## config.mk

```make
export PLATFORM = sky130hd
export DESIGN_NAME = opb_register_simulink2ppc_snap
export DESIGN_NICKNAME = d
export VERILOG_FILES = /design/src/rtl/opb_sw_reg_pkg.sv /design/src/rtl/opb_slave_ack_fsm.sv /design/src/rtl/opb_register_simulink2ppc_snap.sv
export SDC_FILE = /design/constraint.sdc
export NUM_CORES = 1
export LEC_CHECK = 0
export ABC_AREA = 0
export CAP_MARGIN = 0
export CORE_ASPECT_RATIO = 0.9
export CORE_UTILIZATION = 28
export CTS_CLUSTER_DIAMETER = 50
export CTS_CLUSTER_SIZE = 20
export DETAILED_ROUTE_END_ITERATION = 16
export GPL_TIMING_DRIVEN = 0
export SLEW_MARGIN = 10
export SYNTH_ARGS = -nofsm -noshare
export SYNTH_HDL_FRONTEND = slang
export SYNTH_SLANG_ARGS = --single-unit
```

## constraint.sdc

```tcl
create_clock -name OPB_Clk -period 1.5 [get_ports OPB_Clk]
set_input_delay 0.15 -clock OPB_Clk [delete_from_list [all_inputs] [get_ports OPB_Clk]]
set_output_delay 0.15 -clock OPB_Clk [all_outputs]
set_load 0.005 [all_outputs]
```

## src/rtl/opb_sw_reg_pkg.sv

```systemverilog
// Shared definitions for OPB software registers.
//   - word offsets inside the 16-byte register window
//   - bit positions of the flags in the STATUS word
//   - state encoding of the IDLE/ACK/RECOVER transfer sequencer
package opb_sw_reg_pkg;

    localparam logic [1:0] OFF_DATA    = 2'd0;
    localparam logic [1:0] OFF_STATUS  = 2'd1;
    localparam logic [1:0] OFF_CONTROL = 2'd2;

    localparam int STAT_NEW_DATA = 31;
    localparam int STAT_OVERRUN  = 30;
    localparam int STAT_ARMED    = 29;

    typedef enum logic [1:0] {
        IDLE    = 2'd0,
        ACK     = 2'd1,
        RECOVER = 2'd2
    } ack_state_t;

endpackage

```

## src/rtl/opb_slave_ack_fsm.sv

```systemverilog
// Address decode and transfer sequencer for a small OPB slave.
// A selected access inside [BASEADDR, HIGHADDR] moves IDLE -> ACK; the ACK
// state acknowledges for exactly one cycle, then RECOVER swallows the cycle
// in which the master still holds select, and the sequencer returns to IDLE.
//
// Ports:
//   clk, rst_n   clock, synchronous active-low reset
//   abus         OPB address (big-endian bit numbering)
//   select, rnw  OPB transfer select and read/not-write
//   ack          one-cycle transfer acknowledge
//   rd_strobe    ack of a read transfer
//   wr_strobe    ack of a write transfer
//   offset       word offset of the acknowledged access
//   state        current sequencer state (observation only)
//
// Handshake: select is held by the master until it sees ack; ack is high for
// one cycle, one cycle after select rises, and an access is accepted only
// from IDLE, so transfers are acknowledged at most once every 3 cycles.
module opb_slave_ack_fsm
    import opb_sw_reg_pkg::*;
#(
    parameter logic [31:0] BASEADDR = 32'h0100_0900,
    parameter logic [31:0] HIGHADDR = 32'h0100_09FF
) (
    input  logic        clk,
    input  logic        rst_n,
    input  logic [0:31] abus,
    input  logic        select,
    input  logic        rnw,
    output logic        ack,
    output logic        rd_strobe,
    output logic        wr_strobe,
    output logic [1:0]  offset,
    output ack_state_t  state
);

    logic hit;
    logic rnw_q;

    assign hit = select && (abus >= BASEADDR) && (abus <= HIGHADDR);

    always_ff @(posedge clk) begin
        if (!rst_n) begin
            state  <= IDLE;
            offset <= 2'd0;
            rnw_q  <= 1'b0;
        end else begin
            case (state)
                IDLE: begin
                    if (hit) begin
                        state  <= ACK;
                        offset <= abus[28:29];
                        rnw_q  <= rnw;
                    end
                end
                ACK:     state <= RECOVER;
                RECOVER: state <= IDLE;
                default: state <= IDLE;
            endcase
        end
    end

    assign ack       = (state == ACK);
    assign rd_strobe = ack & rnw_q;
    assign wr_strobe = ack & ~rnw_q;

endmodule

```

## src/rtl/opb_register_simulink2ppc_snap.sv

```systemverilog
// OPB software register carrying a 32-bit snapshot from user logic to the PPC.
// User logic strobes user_valid to capture user_data_in; software polls STATUS
// for new_data / overrun / armed / capture count and reads DATA, which clears
// new_data. In one-shot mode a capture happens only while armed, and each
// capture disarms.
//
// Ports:
//   OPB_Clk, OPB_Rst_n        clock, synchronous active-low reset
//   OPB_ABus/BE/DBus/RNW/select/seqAddr   OPB master side (BE, seqAddr unused)
//   Sl_DBus, Sl_xferAck       read data (zero outside ack) and acknowledge
//   Sl_errAck/retry/toutSup   tied low
//   user_data_in, user_valid  value to snapshot and its capture strobe
//   user_ready                high while no unread snapshot is pending
//   user_armed                current arm state
//
// Register map (word offsets): 0x0 DATA, 0x4 STATUS, 0x8 CONTROL, 0xC zero.
module opb_register_simulink2ppc_snap
    import opb_sw_reg_pkg::*;
#(
    parameter logic [31:0] C_BASEADDR   = 32'h0100_0900,
    parameter logic [31:0] C_HIGHADDR   = 32'h0100_09FF,
    parameter int          C_OPB_AWIDTH = 32,
    parameter int          C_OPB_DWIDTH = 32,
    parameter              C_FAMILY     = "virtex5",
    parameter int          C_ONESHOT    = 0
) (
    input  logic        OPB_Clk,
    input  logic        OPB_Rst_n,
    input  logic [0:31] OPB_ABus,
    input  logic [0:3]  OPB_BE,
    input  logic [0:31] OPB_DBus,
    input  logic        OPB_RNW,
    input  logic        OPB_select,
    input  logic        OPB_seqAddr,
    output logic [0:31] Sl_DBus,
    output logic        Sl_xferAck,
    output logic        Sl_errAck,
    output logic        Sl_retry,
    output logic        Sl_toutSup,
    input  logic [31:0] user_data_in,
    input  logic        user_valid,
    output logic        user_ready,
    output logic        user_armed
);

    logic        ack;
    logic        rd_strobe;
    logic        wr_strobe;
    logic [1:0]  offset;
    ack_state_t  fsm_state;

    logic [31:0] snap;
    logic        new_data;
    logic        overrun;
    logic [15:0] count;
    logic        armed;

    logic [31:0] wdata;
    logic [31:0] status_word;
    logic [31:0] rdata;
    logic        cap;
    logic        data_rd;
    logic        ctrl_wr;
    logic        ctrl_clr;
    logic        ctrl_arm;
    logic        unused_ok;

    opb_slave_ack_fsm #(
        .BASEADDR (C_BASEADDR),
        .HIGHADDR (C_HIGHADDR)
    ) u_ack_fsm (
        .clk       (OPB_Clk),
        .rst_n     (OPB_Rst_n),
        .abus      (OPB_ABus),
        .select    (OPB_select),
        .rnw       (OPB_RNW),
        .ack       (ack),
        .rd_strobe (rd_strobe),
        .wr_strobe (wr_strobe),
        .offset    (offset),
        .state     (fsm_state)
    );

    // Re-number the bus so wdata[0] is the least significant bit.
    assign wdata    = OPB_DBus;

    assign cap      = user_valid & ((C_ONESHOT == 0) | armed);
    assign data_rd  = rd_strobe & (offset == OFF_DATA);
    assign ctrl_wr  = wr_strobe & (offset == OFF_CONTROL);
    assign ctrl_clr = ctrl_wr & wdata[1];
    assign ctrl_arm = ctrl_wr & wdata[0];

    always_comb begin
        status_word                = '0;
        status_word[STAT_NEW_DATA] = new_data;
        status_word[STAT_OVERRUN]  = overrun;
        status_word[STAT_ARMED]    = armed;
        status_word[15:0]          = count;
    end

    always_comb begin
        rdata = '0;
        case (offset)
            OFF_DATA:   rdata = snap;
            OFF_STATUS: rdata = status_word;
            default:    rdata = '0;
        endcase
    end

    // Read data is driven only while a read is being acknowledged, so the
    // bus sees the pre-capture snap when a capture lands in the ack cycle.
    assign Sl_DBus    = rd_strobe ? rdata : '0;
    assign Sl_xferAck = ack;
    assign Sl_errAck  = 1'b0;
    assign Sl_retry   = 1'b0;
    assign Sl_toutSup = 1'b0;

    always_ff @(posedge OPB_Clk) begin
        if (!OPB_Rst_n) begin
            snap     <= '0;
            new_data <= 1'b0;
            overrun  <= 1'b0;
            count    <= '0;
            armed    <= 1'b0;
        end else begin
            if (cap) begin
                snap <= user_data_in;
            end

            // Set beats the read-clear so a capture in the read's ack cycle
            // is still flagged as unread.
            if (cap) begin
                new_data <= 1'b1;
            end else if (data_rd) begin
                new_data <= 1'b0;
            end

            // Overrun only when an unread snapshot is overwritten; a
            // concurrent DATA read means the old value was consumed.
            if (ctrl_clr) begin
                overrun <= 1'b0;
            end else if (cap && new_data && !data_rd) begin
                overrun <= 1'b1;
            end

            if (ctrl_clr) begin
                count <= cap ? 16'd1 : 16'd0;
            end else if (cap) begin
                count <= count + 16'd1;
            end

            // Arm is applied after the capture's disarm.
            if (ctrl_arm) begin
                armed <= 1'b1;
            end else if (cap && (C_ONESHOT != 0)) begin
                armed <= 1'b0;
            end
        end
    end

    assign user_ready = ~new_data;
    assign user_armed = armed;

    assign unused_ok = ^{OPB_BE, OPB_seqAddr, wdata[31:2], fsm_state,
                         C_OPB_AWIDTH[0], C_OPB_DWIDTH[0], C_FAMILY[0]};

endmodule

```

# Yosys cells after proc, flatten, opt, wreduce, memory -nomap -nowiden
# Index checks and enable logic that the tools add are counted.
# classes
n_addsub,1
order_cmp,2
eq_ne,4
n_mux,9
n_bitwise,9
n_reduce_logical,11
# op_table
op,count
32-bit one-hot mux with 2 select lines,1
32-bit by 25-bit >= comparator with 1-bit output (second input constant),1
32-bit by 25-bit less-or-equal comparator with 1-bit output (second input constant),1
16-bit 2-to-1 mux,2
32-bit 2-to-1 mux,1
16-bit by 1-bit adder with 16-bit output (second input constant),1
1-bit bitwise AND,6
2-bit by 1-bit == test with 1-bit output (second input constant),2
1-bit logical AND,4
2-bit zero test,2
2-bit one-hot mux with 2 select lines,1
2-bit nonzero test,2
1-bit 2-to-1 mux,3
1-bit inverter,3
2-bit == test (second input constant),1
2-bit 2-to-1 mux,1
2-bit by 1-bit inequality test with 1-bit output (second input constant),1
2-bit AND reduction,1
2-bit OR reduction,1
1-bit zero test,1
# totals
reg_bits,56
input_bits,106
output_inout_bits,38
elab_cells,44

# Longest topological paths before layout
# logic_depth
word_depth,5
ltp_mapped,6
mapped_depth_nobuf,4

# Hierarchy
# Synthesis repeated with hierarchy kept, for this count alone.
# hier_totals
cells_unflattened,270
hier_area_um2,2608.8
# modules_own_cells
module,n_inst,cells_each,area_each_um2,seq_area_each_um2
opb_register_simulink2ppc_snap,1,240,2327.2,1021.0
opb_slave_ack_fsm,1,30,281.5,100.1

# Worst setup path after synthesis
# No wires, ideal clock.
# synth_timing
path_type,register -> register
from,reg count[5]
to,reg count[15]
setup_ps,71
arrival_time_ps,1354
required_time_ps,1429
setup_slack_ps,75
stages_incl_launch_ff,6
path_buffers,1
period_less_slack_ps,1425
path_cell_list,dfxtp_1 -> and4_1 -> buf_6 -> nand4_4 -> or4_1 -> a21oi_1
# synth_via
elab_chain_cells,3
# synth_lines
item,line_no,source
"start, declared",opb_register_simulink2ppc_snap.sv:55,logic [15:0] count;
"start signal, assigned",opb_register_simulink2ppc_snap.sv:147,count <= cap ? 16'd1 : 16'd0;
"start signal, assigned",opb_register_simulink2ppc_snap.sv:149,count <= count + 16'd1;
16-bit by 1-bit adder with 16-bit output,opb_register_simulink2ppc_snap.sv:149,
16-bit 2-to-1 mux,opb_register_simulink2ppc_snap.sv:148,end else if (cap) begin
16-bit 2-to-1 mux,opb_register_simulink2ppc_snap.sv:146,if (ctrl_clr) begin
# No other way between the ends. The select of a mux whose other input is x is not followed.
# A chain may end at the register's enable or synchronous reset.

# Worst setup path in the final report
# layout_timing
from,reg u_ack_fsm.offset[1]
to,out Sl_DBus[6] (netlist bit)
# layout_via
elab_chain_cells,3
elab_cells_between_ends,4
cone_classes,eq/ne (1); mux (2); reduce/logical (1)
# layout_lines
item,line_no,source
"start, declared",opb_slave_ack_fsm.sv:33,"output logic [1:0] offset,"
"start signal, assigned",opb_slave_ack_fsm.sv:52,offset <= abus[28:29];
2-bit by 1-bit == test with 1-bit output or 2-bit zero test (tied branches),opb_register_simulink2ppc_snap.sv:103,case (offset)
32-bit one-hot mux with 2 select lines *,opb_register_simulink2ppc_snap.sv:103,
32-bit 2-to-1 mux *,opb_register_simulink2ppc_snap.sv:112,assign Sl_DBus = rd_strobe ? rdata : '0;
"end, declared",opb_register_simulink2ppc_snap.sv:35,"output logic [0:31] Sl_DBus,"
# Every way passes the cells marked *; elsewhere a longest branch is shown, timed or not.

==> out/summary.txt <==
combinational family with the most area after synthesis - simple AND/OR/NAND/NOR gates
Critical Path Start Type - flop
DR iter-0 viols - 95
worst slack, placed - -0.621 ns
ys flop type - dfxtp_1
synthesized flop and latch total - 56
peak per-stage delay on the critical path - 0.33 ns
Cells after Synth - 289
chip width - 106 um
largest net degree at the start of global routing - 19
number of max-cap violations - 0
Adder-Cell Fraction of Synth Area - 0.461%
failing checks - negative setup slack
Core Area - 9250 um^2
GRT Total Usage - 16.1%
Storage cell area - 1150 um^2
Vias/cell - 4.53
final net count - 526
Fill cells - 872
fin. max-slew vios - 0
Synth top area share - 41.3%
Die ar. - 10,100 um^2
number of global-route vias before repair - 2,533
Max Clk Rate - 0.570 GHz
routability congestion estimate - 0.755
Post-Route WL - 7830 um
most frequent CP cell - buf_6
Synth Area in Simple Gates - 26.6%
DR vias - 2,457
portion of netlist area occupied by mux cells - 20.3%
Async SR Flop Fraction - 0%
Compound-Gate Fraction of Synth Area - 2.86%
Hold-fix buffers, CTS - 0
IO Pins - 144
CTS tree - done
TritonRoute pass-1 iters - 4
fin util - 49.0%
Skew-Pair Late Insertion Delay - 0.32 ns
clock tree root buffer cell - clkbuf_8
Arr. time, crit path - 1.60 ns
area of the multi-input gates - 1740 um^2
worst hold path type - input pin to flop
P_leak - 1.78 nW
Residual DRC - 0
Std-Cell Rows - 33
share of layout cells above drive strength 1 - 35.0%
clk buf depth - 2
ranking of synthesized cells by area - dfxtp_1, mux2i_1, nor2b_1, nor2_1, and2_1
Post-Synth XOR/XNOR Area - 3.55%
post-route ant nets - 0
critical path fanouts, max - 3
minimum clock period - 1.75 ns
n_diodes - 0
PortBufs - 97
Clock Pin Slew Worst Setup and Hold Paths - 0.10 ns
Post-synth EDFFs - 0
H-tree Lvls - 2
Initial Utilization - 29.4%
Fin. Hold Viols - 0
leading cell type in the layout, fill and taps excluded - clkdlybuf4s50_1
Slowest-stage cell, CP - dfxtp_2
area leader, netlist - dfxtp_1
Num CTS Buffers - 5
Worst setup EP type - output port
outcome - complete, but fails checks
Seq/Total Area, Yosys - 41.3%
RSZ-0062 raised after global routing - yes
Required @ worst endpoint - 1.35 ns
CP Class - flop to output port
final worst path period share - 117%
WL/cell - 14.4 um
initial antenna violation count - 0
first-pass GRT wire length - 12,600 um
Setup Skew - 0.00652 ns
synthesized area - 2720 um^2
DP Wirelength - 5220 um
CTS Sinks - 56
die height - 95.4 um
worst setup margin - -0.255 ns
area grow syn2layout - 66.9%
yosys warns - 0
Unique masters post-synth - 37
Max VDD drop - 0.374 mV
Power Dens Cells - 668 nW/um^2
commonest non-fill, non-tap cells in the layout - clkdlybuf4s50_1, mux2i_1, dfxtp_1, nor2b_1, buf_6
Synth Area per Inst - 9.39 um^2
Overflow after GRT - 0
setup violators final - 32
CP cell instances - nand4bb_4 > nor2_4 > buf_8 > buf_6 > buf_6 > and2_4 > buf_6
==> layer usage <==
layer,part of all wire [%],track usage [%]
met1,44,20.2
met2,47,26.3
met3,7.4,4.65
met4,2.2,6.25
met5,0,0
==> critical path, delay by kind of cell, from the launching register on <==
family / cells / cell delay [ns]
buffers and inverters: 4 / 0.39
DFF: 1 / 0.33
and+or+nand+nor: 3 / 0.57
==> synthesized netlist by cell type (2+ instances only) <==
cell and number:
nor4_1 4, clkbuf_1 12, and2_1 16, nand3_1 2
nand2_1 10, nand4bb_1 2, buf_4 4, o21ai_0 2
or4_1 3, xor2_1 8, nor2_1 34, nand4_1 8
inv_1 5, mux2i_1 55, xnor2_1 3, dfxtp_1 56
o31ai_1 3, a21oi_1 5, buf_2 5, nor2b_1 34
and4_1 2
==> where the power goes <==
group          total (mW)  switching, mW  internal [mW]  leakage (nW)
Sequential           1.59         0.0464           1.54         0.467
Clock                1.04          0.531          0.504        0.0583
Combinational       0.402          0.146          0.256          1.25
Total                3.02          0.724           2.30          1.78
==> area by class of cell <==
| type | count | share of cell area, % |
|---|---|---|
| multi-input cells | 208 | 38.3 |
| plain buffers | 21 | 3.89 |
| well taps | 122 | 3.37 |
| flip-flops and latches | 56 | 25.4 |
| clock buffers | 5 | 1.52 |
| clock inverters | 3 | 1.05 |
| inverters | 5 | 0.414 |
| repair buffers | 122 | 26.1 |
==> flip-flops by register name, summed over array words and instances (netlist names) <==
name / count
u_ack_fsm.offset: 2
new_data: 1
u_ack_fsm.rnw_q: 1
overrun: 1
user_armed: 1
count: 16
snap: 32
u_ack_fsm.state: 2
==> kinds of logic after synthesis <==
logic type / Yosys count
buf+inv: 27
other cells: 1
xor+xnor: 11
mux: 55
fa+ha+maj: 1
simple gates: 125
compound gates: 13
flops: 56
==> path summary, 6_finish.rpt <==
| check | to | slack [ns] | start | cells past startpoint |
|---|---|---|---|---|
| hold / removal | u_ack_fsm.rnw_q | 0.28 | OPB_Rst_n | 3 |
| setup reg to reg | count[15] | 0.03 | count[7] | 5 |
| setup / recovery | Sl_DBus[6] | -0.25 | u_ack_fsm.offset[1] | 7 |
| hold reg to reg | u_ack_fsm.rnw_q | 0.50 | u_ack_fsm.rnw_q | 2 |
==> through the flow <==
stage | hold slack, ns | setup TNS, ns | power [mW] | cells | cell area, um^2
after floorplan | 0.292 | 0 | 1.78 | 291 | 2720
after global placement | 0.471 | -18.92 | 1.99 | 510 | 3850
final | 0.279 | -4.94 | 3.02 | 542 | 4530
after detailed placement | 0.475 | -17.50 | 2.00 | 510 | 3850
after CTS | 0.255 | -6.19 | 3.04 | 535 | 4330
after global routing | 0.320 | -6.97 | 3.17 | 542 | 4530
==> what timing repair did <==
action                                 4_1_cts  5_1_grt
setup endpoints to repair                   47       45
resized for setup                          215       40
endpoints found under the hold margin        0        0
buffers inserted                            15        8
cloned                                       3        0
pin swaps                                   29        3
(Power assumes the default switching activity.)
==> RTL change 1, RTL diff (same settings) <==
Re-encode `ack_state_t` (3 states) as one-hot, 3 bits wide.
--- a/src/rtl/opb_sw_reg_pkg.sv
+++ b/src/rtl/opb_sw_reg_pkg.sv
@@ -12,10 +12,10 @@
     localparam int STAT_OVERRUN  = 30;
     localparam int STAT_ARMED    = 29;
 
-    typedef enum logic [1:0] {
-        IDLE    = 2'd0,
-        ACK     = 2'd1,
-        RECOVER = 2'd2
+    typedef enum logic [2:0] {
+        IDLE    = 3'b001,
+        ACK     = 3'b010,
+        RECOVER = 3'b100
     } ack_state_t;
 
 endpackage
Function: no difference found for any inputs over 10 cycles, from zero or initial values and one cycle with OPB_Rst_n low; not proved beyond that.
==> RTL change 1 against the unedited design <==
The run still ends with setup timing left. Setup slack got worse by 340 ps. Count of clock-buffer cells in the layout grew 5. Design area rose by 2.7%. Total power grew 12%. Clock power rose by 34%. Via count grew 2.9%. Non-clock buffer count is 4 higher. Maximum frequency decreased by 16%. Critical endpoint is now Sl_DBus[3]. First-iteration DRC count fell by 3.2%. Sequential cell count is 1 higher. Combinational power decreased by 2%. Worst hold slack got worse by 59 ps. Area after synthesis grew 0.51%. Wire length rose by 2.4%.
==> RTL change 1: results (changes against the unedited design) <==
metric,value,unit,change
grt met1 use,19.44,%,-0.74 points
nonclk buf count,147,,+2.8%
Synth Instances,295,,+2.1%
H-tree depth,3,,+1
met3 routed WL,596,um,+2.2%
Compound-Gate Fraction of Synth Area,3.393,%,+0.54 points
first-pass GRT wire length,12640,um,+0.49%
Non-CTS inverters,7,,+2
layout net count,543,,+3.2%
"Core Util, Final",50.07,%,+1.1 points
status,"finished, violations left",,
DR WL/cell,14.29,um,-1.0%
failing checks,setup timing,,
Clock Skew,6.250,ps,-0.2724 ps
worst path arrival time,1940,ps,+340 ps
Max Fanout on Critical Path,4,,+1
met2 WL post-DR,3711,um,+1.7%
multiplexer share of the synthesized area,20.17,%,-0.10 points
Final setup violation count,50,,+56%
Clk pwr share,41.1,%,+6.9 points
clock buffers,10,,+5
largest net degree at the start of global routing,11,,-8
register area,1160,sq um,+0.87%
worst setup margin,-590.9,ps,-336.0 ps
top flop regs,"snap (32), count (16), u_ack_fsm.state (3)",,
==> RTL change 1: cell types whose count changed in the layout (fill, tap and decap cells not counted), moves of 4 or more <==
cell,unedited run,this run
buf_6,22,36
mux2i_1,46,55
mux2i_2,8,0
dfxtp_1,41,48
buf_4,17,11
dfxtp_2,11,6
and2_1,6,2
clkbuf_8,6,10
nand3_1,2,6
nor2_1,13,17
xor2_1,8,4
==> RTL change 1: path summary, 6_finish.rpt <==
path	endpoint	depth (start not counted)
worst min-delay path	u_ack_fsm.offset[1]$_SDFFE_PN0P_	3
worst max register to register	new_data$_SDFFE_PN0P_	8
worst min register to register	overrun$_SDFFE_PP0P_	2
worst max-delay path	Sl_DBus[3]	8
==> RTL change 1: critical path, stage by stage, from the launching register on <==
cell	delay, ps
dfxtp_2	340
nor3b_4	260
buf_4	180
and4bb_4	300
buf_8	110
buf_6	100
buf_6	90
and2_4	120
buf_6	80
==> RTL change 2, RTL diff (config.mk and constraints unchanged) <==
Made on the original files. Make the reset (`OPB_Rst_n` and `rst_n`) asynchronous in 2 clocked blocks. Comments in the files are not updated.
--- a/src/rtl/opb_slave_ack_fsm.sv
+++ b/src/rtl/opb_slave_ack_fsm.sv
@@ -39,7 +39,7 @@
 
     assign hit = select && (abus >= BASEADDR) && (abus <= HIGHADDR);
 
-    always_ff @(posedge clk) begin
+    always_ff @(posedge clk or negedge rst_n) begin
         if (!rst_n) begin
             state  <= IDLE;
             offset <= 2'd0;
--- a/src/rtl/opb_register_simulink2ppc_snap.sv
+++ b/src/rtl/opb_register_simulink2ppc_snap.sv
@@ -115,7 +115,7 @@
     assign Sl_retry   = 1'b0;
     assign Sl_toutSup = 1'b0;
 
-    always_ff @(posedge OPB_Clk) begin
+    always_ff @(posedge OPB_Clk or negedge OPB_Rst_n) begin
         if (!OPB_Rst_n) begin
             snap     <= '0;
             new_data <= 1'b0;
Behaviour: differs if OPB_Rst_n is asserted again (counterexample within 4 cycles, from zero or initial values and one cycle with OPB_Rst_n low); with OPB_Rst_n held inactive, the same outputs for 10 cycles.
==> RTL change 2 against the unedited design <==
The run still ends with setup timing left. Critical path type unchanged. Critical endpoint is now Sl_DBus[25]. Maximum frequency shrank 3.9%. Total power grew 14%. Sequential cell count is the same. Design area shrank 1.2%. Setup slack lost 72 ps. Die area shrank 2.8%. Area after synthesis shrank 2.9%. Wire length shrank 5.3%.
==> RTL change 2: results (changes against the unedited design) <==
metric,value,unit,change
cell count after placement,449,,-12%
combinational share of power,22.1,%,+8.8 points
Clk pwr share,25.3,%,-8.9 points
ys async rst share,100.0,%,+100 points
first-pass GRT wire length,12130,um,-3.6%
worst setup margin,-327.0,ps,-72.02 ps
buffering overhead,32.86,%,+2.9 points
Overall Global Routing Usage,15.65,%,-0.47 points
nonclk buf count,155,,+8.4%
Fillers,858,,-1.6%
"Clk Latency, worst-skew pair",300,ps,-20 ps
vias in the first global route,2445,,-3.5%
critical register-to-register path startpoint,u_ack_fsm.state[1]$_DFFE_PN0P_,,
Multi-input comb cells,153,,-26%
Synth Instances,226,,-22%
Worst path slowest cell,dfrtp_1,,
max incr delay on CP,420,ps,+90 ps
worst path arrival time,1680,ps,+80 ps
share of cells above drive strength 1,43.35,%,+8.4 points
Max Fanout on Critical Path,8,,+5
worst hold path type,input port to asynchronous set/reset pin,,
"top cells by area, synth","dfrtp_1 (53%), mux2_2 (15%), a22o_1 (6.3%), and3_1 (3.8%), nand2_1 (1.7%)",,
Seq cells,56,,unchanged
Final setup violation count,52,,+63%
DP Worst Slack,-901.8,ps,-281.1 ps
DR WL/cell,14.89,um,+3.1%
Clock Skew,7.639,ps,+1.117 ps
met2 Usage GRT,27.15,%,+0.85 points
post-DP HPWL,4786,um,-8.3%
Iter 0 DRT Violations,53,,-44%
unique cell type count in the Yosys netlist,33,,-11%
failing checks,setup timing,,
"CP delay by family, top",buffers and inverters,,
clock buffers,6,,+1
largest net degree at the start of global routing,57,,+38
register area,1404,sq um,+22%
status,"finished, violations left",,
register area share after synthesis,53.13,%,+12 points
grt met1 use,20.10,%,-0.088 points
Layout clock area frac,2.151,%,-0.42 points
total wire length,7413,um,-5.3%
Port Buffers,99,,+2.1%
## RTL change 2: cell types whose count changed after synthesis, sizes merged, moves of 23 or more
cell,change
nor2b,-30
dfxtp,-56
mux2,+35
dfrtp,+56
mux2i,-54
nor2,-23
## RTL change 2: worst paths after layout
path / slack, ps / to
worst min-delay path: 420 / snap[12]$_DFFE_PN0P_
min in group OPB_Clk: 450 / snap[25]$_DFFE_PN0P_
worst max-delay path: -330 / Sl_DBus[25]
worst min register to register: 510 / snap[20]$_DFFE_PN0P_
max in group asynchronous: 510 / count[3]$_DFFE_PN0P_
worst max register to register: -100 / u_ack_fsm.offset[1]$_DFFE_PN0P_
## RTL change 2: through the flow
stage	hold slack, ps	power, mW	TNS [ps]	cell area (sq um)
3_5_place_dp	259.6	2.433	-42780	3805
2_1_floorplan	-145.6	2.136	-85.80	2664
5_1_grt	432.6	3.668	-13310	4478
3_3_place_gp	481.2	2.414	-131210	3807
4_1_cts	433.3	3.488	-10450	4423
6_report	418.8	3.451	-8815	4478
## RTL change 2: metal layers
layer / share of wire, % / up-vias
met4: 0.62 / 0
li1: - / 1118
met3: 6.1 / 6
met1: 45 / 1114
met5: 0 / -
met2: 48 / 80
## RTL change 2: what timing repair did
action | in CTS | in global routing
resized for setup | 200 | 19
pin swaps | 33 | 8
setup endpoints to repair | 73 | 65
hold endpoints to repair | 56 | 0
hold buffers | 1 | 0
cloned | 3 | 0
buffers inserted | 37 | 6
## RTL change 2: cell families after synthesis
group / synth area share, %
simple gates: 15.32
flops: 53.13
mux: 15.32
compound gates: 9.346
buf+inv: 3.273
xor+xnor: 2.988
fa+ha+maj: 0.4743
other cells: 0.1422
